`src/rtl/pc_next_unit.sv`:
```
// Program counter and next-PC selection for the single-cycle MIPS datapath.
// Presents pc to fetch with a valid/ready handshake and traps on misaligned targets.
module pc_next_unit #(
  parameter logic [31:0] RESET_PC    = 32'h0000_0000,
  parameter bit          ALIGN_CHECK = 1'b1
) (
  input  logic        clk,
  input  logic        reset_n,
  input  logic        stall,
  input  logic        fetch_ready,
  input  logic        branch_taken,
  input  logic [31:0] branch_offset,
  input  logic        jump,
  input  logic [25:0] jump_target,
  input  logic        jump_reg,
  input  logic [31:0] reg_target,
  output logic [31:0] pc,
  output logic [31:0] pc_plus4,
  output logic        pc_valid,
  output logic        misaligned
);

  typedef enum logic [1:0] {
    StIdle  = 2'd0,
    StFetch = 2'd1,
    StHalt  = 2'd2
  } state_e;

  state_e      state_q, state_d;
  logic [31:0] pc_q, pc_d;
  logic [31:0] target;
  logic [31:0] target_sel;
  logic        update;
  logic        trap;

  assign pc       = pc_q;
  assign pc_plus4 = pc_q + 32'd4;

  // stall wins over fetch_ready; controls are only looked at on this edge
  assign update = (state_q == StFetch) && fetch_ready && !stall;

  // Target mux: jump_reg > jump > branch > sequential
  always_comb begin
    target = pc_plus4;
    if (jump_reg) begin
      target = reg_target;
    end else if (jump) begin
      target = {pc_plus4[31:28], jump_target, 2'b00};
    end else if (branch_taken) begin
      target = pc_plus4 + branch_offset;
    end
  end

  // Alignment handling: trap, or silently clear the low bits
  always_comb begin
    target_sel = target;
    trap       = 1'b0;
    if (ALIGN_CHECK) begin
      trap = update && (target[1:0] != 2'b00);
    end else begin
      target_sel[1:0] = 2'b00;
    end
  end

  // PC next value: load only on an accepted, non-trapping fetch
  always_comb begin
    pc_d = pc_q;
    if (update && !trap) begin
      pc_d = target_sel;
    end
  end

  // PC register
  always_ff @(posedge clk or negedge reset_n) begin
    if (!reset_n) begin
      pc_q <= RESET_PC;
    end else begin
      pc_q <= pc_d;
    end
  end

  // FSM state register
  always_ff @(posedge clk or negedge reset_n) begin
    if (!reset_n) begin
      state_q <= StIdle;
    end else begin
      state_q <= state_d;
    end
  end

  // FSM next state; HALT is left only through reset
  always_comb begin
    state_d = state_q;
    unique case (state_q)
      StIdle:  state_d = StFetch;
      StFetch: if (trap) state_d = StHalt;
      StHalt:  state_d = StHalt;
      default: state_d = StIdle;
    endcase
  end

  // FSM outputs; misaligned is sticky because HALT is terminal
  always_comb begin
    pc_valid   = 1'b0;
    misaligned = 1'b0;
    unique case (state_q)
      StFetch: pc_valid = 1'b1;
      StHalt:  misaligned = 1'b1;
      default: ;
    endcase
  end

endmodule

```
`config.mk`:
```
export PLATFORM = sky130hd
export DESIGN_NAME = pc_next_unit
export DESIGN_NICKNAME = d
export VERILOG_FILES = /design/src/rtl/pc_next_unit.sv
export SDC_FILE = /design/constraint.sdc
export NUM_CORES = 1
export LEC_CHECK = 0
export BUFFER_PORTS_ARGS = -buffer_cell sky130_fd_sc_hd__buf_2
export CELL_PAD_IN_SITES_DETAIL_PLACEMENT = 1
export CELL_PAD_IN_SITES_GLOBAL_PLACEMENT = 1
export CORE_MARGIN = 2
export CORE_UTILIZATION = 25
export DETAILED_ROUTE_END_ITERATION = 8
export GPL_TIMING_DRIVEN = 0
export PLACE_DENSITY_LB_ADDON = 0.25
export RECOVER_POWER = 50
export SETUP_SLACK_MARGIN = 0.4
export SYNTH_ARGS = -nofsm -noshare
export SYNTH_HDL_FRONTEND = slang
export SYNTH_SLANG_ARGS = --single-unit
```
`constraint.sdc`:
```
create_clock -name clk -period 4.8 [get_ports clk]
set_input_delay 0.96 -clock clk [delete_from_list [all_inputs] [get_ports clk]]
set_output_delay 0.96 -clock clk [all_outputs]
set_load 0.05 [all_outputs]
```
==> results.toml, run 1 <==
[outcome]
status = "finished with violations"
violations = "max-capacitance violations, max-slew violations"

[sta]
setup_slack_ps = 624.1
slew_violations = 35
skew_ps = 3.554
whs_ps = 554.9
relSlewSlack = -0.5012
min_period_over_period = 0.8700
setup_tns_ps = 0
hold_viol = 0
rsz0062_at_grt = "no"
setup_viol = 0
max_freq_ghz = 0.2395
fin_crit_ps = 4176
tightestPinTransition_ps = 2252

[route]
wl_per_cell_microns = 20.45
via_count = 5178
first_pass_iters = 4
dr.first_iter.drc_count = 201
ant_nets = 0
drc = 0
routed_wl_microns = 19960
routed_via_density = 5.305

[clocking]
cts_tree = "yes"
clk_transition_reported_paths_ps = 60
clk_path_buf_depth = 2
clkLatencyLatePin_ps = 290
cts_buffers = 5
cts.sinks = 34
clockRootBuffer = "clkbuf_16"
htreeDepth = 2
hold_buffers = 0

[floorplanning]
io_pins = 163
initial_core_util = 0.2573
die_h_microns = 135.1
die_x_microns = 135.1
num_rows = 47
core-area_sq_um = 16700
die_area_sq_um = 18250

[placement]
place_ws_ps = 112.9
portBuffers = 160
routabilityCongestion = 0.8732
hpwl_microns = 16000

[synth]
yosysTopAreaCell = "dfrtp_1"
synth_nets = 712
yosysSeqAreaShare = 0.1980
synth_edf_count = 0
synth-main-ff-cell = "dfrtp_1"
synthCells = 572
synth_cell_type_count = 56
synth.avg_cell_area_sq_um = 7.512
async_flop_share = 1.000
ys_warn_count = 0
synth_area_sq_um = 4297
ys_top_cells_by_area = "dfrtp_1, ha_1, a21oi_1, xnor2_1, o21ai_0"
synth-seq-cells = 34
synth_top_area_frac = 0.1980

[critical_path]
arrival_ps = 4340
cp-end-kind = "flop"
worst_setup_path_start_kind = "flop"
critPathKind = "reg2reg"
worstPathMaxFanout = 5
required_ps = 4960

[finish]
regArea_sq_um = 855.8
final_cell_mix = "buf_2, nand2_1, clkbuf_1, nor2_1, a21oi_1"
drive_gt1_frac = 0.2649
nNetsFinal = 894
area_growth_pct = 36.75
layout_commonest_cell = "buf_2"
final_core_util = 0.3518
nFillCells = 2161
multi_input_area_sq_um = 3486

[global_routing]
grt_max_degree = 35
grt.overflow.total = 0
antenna_found_initial = 3
grt_pass1_vias = 5508
grt_pass1_wl_microns = 30640
grt_usage = 0.2171

[power_and_ir_drop]
peakVddDrop_uv = 462.3
powerDensity_nw_per_um2 = 773.9
p_leak_nw = 2.728

[min_path]
hold_class = "reg2reg"

[job]
max_cap_violations = 1
## path summary, 6_finish.rpt
check | from | end | slack, ps | cells past startpoint
setup / recovery | pc[12] | pc[31] | 620 | 16
hold / removal | state_q[0] | state_q[0] | 550 | 1
setup reg to reg | pc[12] | pc[31] | 620 | 16
hold reg to reg | state_q[0] | state_q[0] | 550 | 1
max in group asynchronous | reset_n | pc[11] | 2000 | 1
min in group asynchronous | reset_n | pc[25] | 1340 | 1
## power by group
part | internal, W | switching (W) | total, W | leakage [nW]
clock | 0.000312 | 0.000140 | 0.000452 | 0.0971
combinational | 0.00107 | 0.00235 | 0.00341 | 2.22
sequential | 0.000425 | 0.000256 | 0.000681 | 0.411
## through the flow
| stage | instance area, sq um | cells | total power, W |
|---|---|---|---|
| 2_1_floorplan | 4432 | 572 | 0.003108 |
| 3_3_place_gp | 5508 | 952 | 0.003907 |
| 3_5_place_dp | 5514 | 952 | 0.003986 |
| 4_1_cts | 5764 | 961 | 0.004490 |
| 5_1_grt | 5873 | 975 | 0.004853 |
| 6_report | 5876 | 976 | 0.004547 |
## kinds of logic (layout without fill, tap and decap cells)
| group | Yosys count | after routing | share of synthesized area |
|---|---|---|---|
| xor+xnor | 54 | 54 | 0.1101 |
| other cells | 0 | 1 | 0 |
| flops | 34 | 34 | 0.1980 |
| simple gates | 190 | 190 | 0.2108 |
| compound gates | 193 | 193 | 0.2848 |
| fa+ha+maj | 43 | 43 | 0.1270 |
| mux | 11 | 11 | 0.02650 |
| buf+inv | 47 | 230 | 0.04281 |
## cell usage after synthesis (2+ instances only)
cell and number:
ha_1 42, o41ai_1 2, o311ai_0 2, a221o_1 4
inv_1 21, o21bai_1 4, nand2_1 56, and2_1 5
o211a_1 2, a221oi_1 6, mux2i_1 8, or4_1 3
a31oi_1 8, nand2b_1 3, nand4_1 10, mux2_2 3
nor2b_1 6, xor2_1 24, dfrtp_1 34, buf_4 2
o21a_1 5, o21ai_0 47, and3_1 12, a22oi_1 2
nor2_1 55, clkbuf_1 24, o22ai_1 6, and4_1 3
a21oi_1 53, nand3_1 18, o32ai_1 2, o21ai_1 5
a21o_1 13, o31ai_1 3, nor3_1 10, or3_1 2
o211ai_1 12, xnor2_1 30, a211oi_1 8
## registers in the layout, indices dropped and copies added, names as in the netlist
register / cells
pc: 32
state_q: 2
## per-layer routing
| metal | GRT usage | routed length (microns) | up-vias |
|---|---|---|---|
| li1 | - | - | 2465 |
| met4 | 0.06424 | 421 | 4 |
| met3 | 0.03904 | 1035 | 27 |
| met5 | 0 | 27 | - |
| met2 | 0.3703 | 9545 | 145 |
| met1 | 0.2801 | 8925 | 2537 |
## area by class of cell
class,instances,area share
multi-input cells,491,0.5933
repair buffers,175,0.1482
flip-flops and latches,34,0.1457
well taps,220,0.04685
clock buffers,6,0.02364
plain buffers,26,0.01831
inverters,21,0.01342
clock inverters,2,0.01022
diodes,1,0.0004259
## critical path: stages, from the launching register on
cell and delay, ps:
dfrtp_2 440, nand3_1 160, nor2_2 170, nand4_1 110, buf_4 190, nor4_4 310, nor2b_4 250, and4_2 290
xnor2_1 170, ha_2 400, nand2_1 70, or3_1 440, o211a_1 260, or4_1 470, nand2_1 110, xnor2_1 130
o21ai_1 80
## timing repair
item | CTS | global route
gates resized for setup | 10 | 21
endpoints found under the setup margin | 5 | 8
buffers inserted | 1 | 14
pin swaps | 1 | 7
hold endpoints to repair | 0 | 0
No activity file was read; power rests on OpenSTA's default activity.
==> inputs of run 2 (changes only) <==
--- a/config.mk
+++ b/config.mk
@@ -5,6 +5,7 @@
 export SDC_FILE = /design/constraint.sdc
 export NUM_CORES = 1
 export LEC_CHECK = 0
+export ABC_AREA = 1
 export BUFFER_PORTS_ARGS = -buffer_cell sky130_fd_sc_hd__buf_2
 export CELL_PAD_IN_SITES_DETAIL_PLACEMENT = 1
 export CELL_PAD_IN_SITES_GLOBAL_PLACEMENT = 1
==> constraint.sdc (replaced) <==
create_clock -name clk -period 4.8 [get_ports clk]
set_input_delay 0.96 -clock clk [delete_from_list [all_inputs] [get_ports clk]]
set_output_delay 0.96 -clock clk [all_outputs]
set_load 0.01 [all_outputs]
==> results.toml, run 2 <==
[outcome]
status = "finished with violations"
violations = "max-capacitance violations, max-slew violations"

[finish]
nNetsFinal = 1384
area_growth_pct = 22.10
antenna_cells = 0
largest_reg_flops = 32
nFillCells = 3169
layout_commonest_cell = "nand2_1"
instances_no_fill = 1530
final_cell_mix = "nand2_1, inv_1, buf_2, nor2_1, nand3_1"
final_area_sq_um = 6988
drive_gt1_frac = 0.1341

[power_and_ir_drop]
pwr-share-comb = 0.742
clkPwrFrac = 0.087
p_sw_frac = 0.5957
p_switching_w = 0.002321
seqPwrFrac = 0.172
powerDensity_nw_per_um2 = 557.6
peakVddDrop_uv = 142.2
intPower_w = 0.001575
p_leak_nw = 4.126

[global_routing]
antenna_found_initial = 0
grt.overflow.total = 0
grt_max_degree = 35
grt_usage = 0.2155
grt_pass1_wl_microns = 39790
grt_pass1_vias = 7209

[synth]
yosysTopAreaCell = "nand2_1"
synth_most_common_cell = "nand2_1"
ys_warn_count = 0
synthTopCellsByCount = "nand2_1, inv_1, nor2_1, nand3_1, a21oi_1"
async_flop_share = 1.000
synth_top_area_frac = 0.2781
synth_edf_count = 0
synth_cell_type_count = 41
synth-seq-cells = 34
synth_nets = 1217
synthCells = 1077
synth_area_sq_um = 5723
synth-main-ff-cell = "dfrtp_1"
synth.avg_cell_area_sq_um = 5.314
ys_top_cells_by_area = "nand2_1, dfrtp_1, inv_1, ha_1, nor2_1"
yosysSeqAreaShare = 0.1487

[critical_path]
startpoint = "pc[2]"
r2r_slack_ps = 1000
critPathKind = "reg2reg"
r2r_end = "pc[20]"
r2r_start = "pc[2]"
worst_setup_path_start_kind = "flop"
arrival_ps = 3970
worstPathMaxFanout = 7
reg2reg_depth = 16
required_ps = 4980
cp-end-kind = "flop"

[min_path]
min_to = "pc[17]"
worstHoldPathCells = 2
hold_class = "reg2reg"
hp-start = "pc[17]"

[sta]
whs_ps = 567.7
hold_viol = 0
setup_tns_ps = 0
slew_violations = 35
skew_ps = 7.573
max_freq_ghz = 0.2635
relSlewSlack = -0.3782
fin_crit_ps = 3795
tightestPinTransition_ps = 2067
setup_viol = 0
rsz0062_at_grt = "no"
setup_slack_ps = 1005
min_period_over_period = 0.7907

[clocking]
hold_buffers = 0
clockRootBuffer = "clkbuf_16"
clkLatencyLatePin_ps = 290
cts_buffers = 5
htreeDepth = 2
cts_tree = "yes"
cts_resized = 0
clk_path_buf_depth = 2
cts.sinks = 34
postCtsSetupRepairBufs = 0
clk_transition_reported_paths_ps = 60

[floorplanning]
die_h_microns = 155.3
initial_core_util = 0.2535
core-area_sq_um = 22570
io_pins = 163
die_x_microns = 155.3
num_rows = 55
die_area_sq_um = 24120

[route]
dr.first_iter.drc_count = 397
via_count = 7170
wl_per_cell_microns = 17.06
routed_via_density = 4.686
ant_nets = 0
routed_wl_microns = 26110
drc = 0
first_pass_iters = 4

[placement]
dp_cells = 1522
place_area_sq_um = 6880
routabilityCongestion = 0.8964
hpwl_microns = 22840
portBuffers = 160
place_ws_ps = 1110

[job]
max_cap_violations = 1
==> run 2: changes by cell type in the layout (fill, tap and decap cells not counted), sizes merged, moves of 13 or more <==
cell	before	now
nand2	56	428
inv	21	181
nor2	55	119
nand3	18	78
xnor2	30	9
xor2	24	9
o21ai	52	39
==> run 2: worst max-delay path by stage <==
stage / end / cells after the start
5_1_grt: pc[24] / 20
3_3_place_gp: pc[24] / 20
3_5_place_dp: pc[30] / 19
4_1_cts: pc[28] / 20
2_1_floorplan: pc[30] / 19
6_report: pc[20] / 16
==> run 2: final cells by class <==
type | count | area (sq um) | area share
multi-input combinational | 837 | 4081 | 0.5841
inverter | 181 | 679.4 | 0.09722
clock inverter | 1 | 5.005 | 0.0007162
buffer | 25 | 111.4 | 0.01594
clock buffer | 7 | 142.6 | 0.02041
timing repair buffer | 160 | 760.7 | 0.1089
tap | 285 | 356.6 | 0.05103
sequential | 34 | 850.8 | 0.1218
==> run 2: kinds of logic after synthesis <==
kind of cell,synth area share
and+or+nand+nor,0.4836
buffers and inverters,0.1382
AOI/OAI and AO/OA,0.1054
adders and majority gates,0.09532
DFF,0.1487
xor gates and xnor gates,0.02886
==> run 2: per-stage QoR <==
step	power, W	util
final	0.003896	0.3096
after detailed placement	0.003590	0.3048
after floorplan	0.002478	-
after global routing	0.004309	0.3096
after global placement	0.003543	0.3048
after CTS	0.003948	0.3114
==> run 2: critical path, cell delays in order (launching register included) <==
cell	delay, ps
dfrtp_1	550
ha_1	380
nand3_4	180
nor3_4	280
xor2_1	590
ha_1	320
nand2_1	110
nor2_1	200
inv_1	90
nor2_1	160
nand3b_1	160
nand4_1	130
nand3_1	160
nand3_1	170
nand2_1	70
nand2_1	80
nand2_1	50
==> run 2: per-layer routing <==
metal | part of all wire | routed length, microns | GRT usage
met5 | 0 | 0 | 0
met4 | 0.018 | 463 | 0.04893
met3 | 0.030 | 789 | 0.01309
met2 | 0.48 | 12460 | 0.3771
met1 | 0.47 | 12400 | 0.2917
==> run 2: power by group through the flow <==
stage               registers (W)  logic (W)  clock network [W]
global route             0.000699    0.00326           0.000353
finish                   0.000668    0.00289           0.000338
detailed placement       0.000666    0.00292                  0
global placement         0.000664    0.00288                  0
floorplan                0.000650    0.00183                  0
CTS                      0.000665    0.00294           0.000343
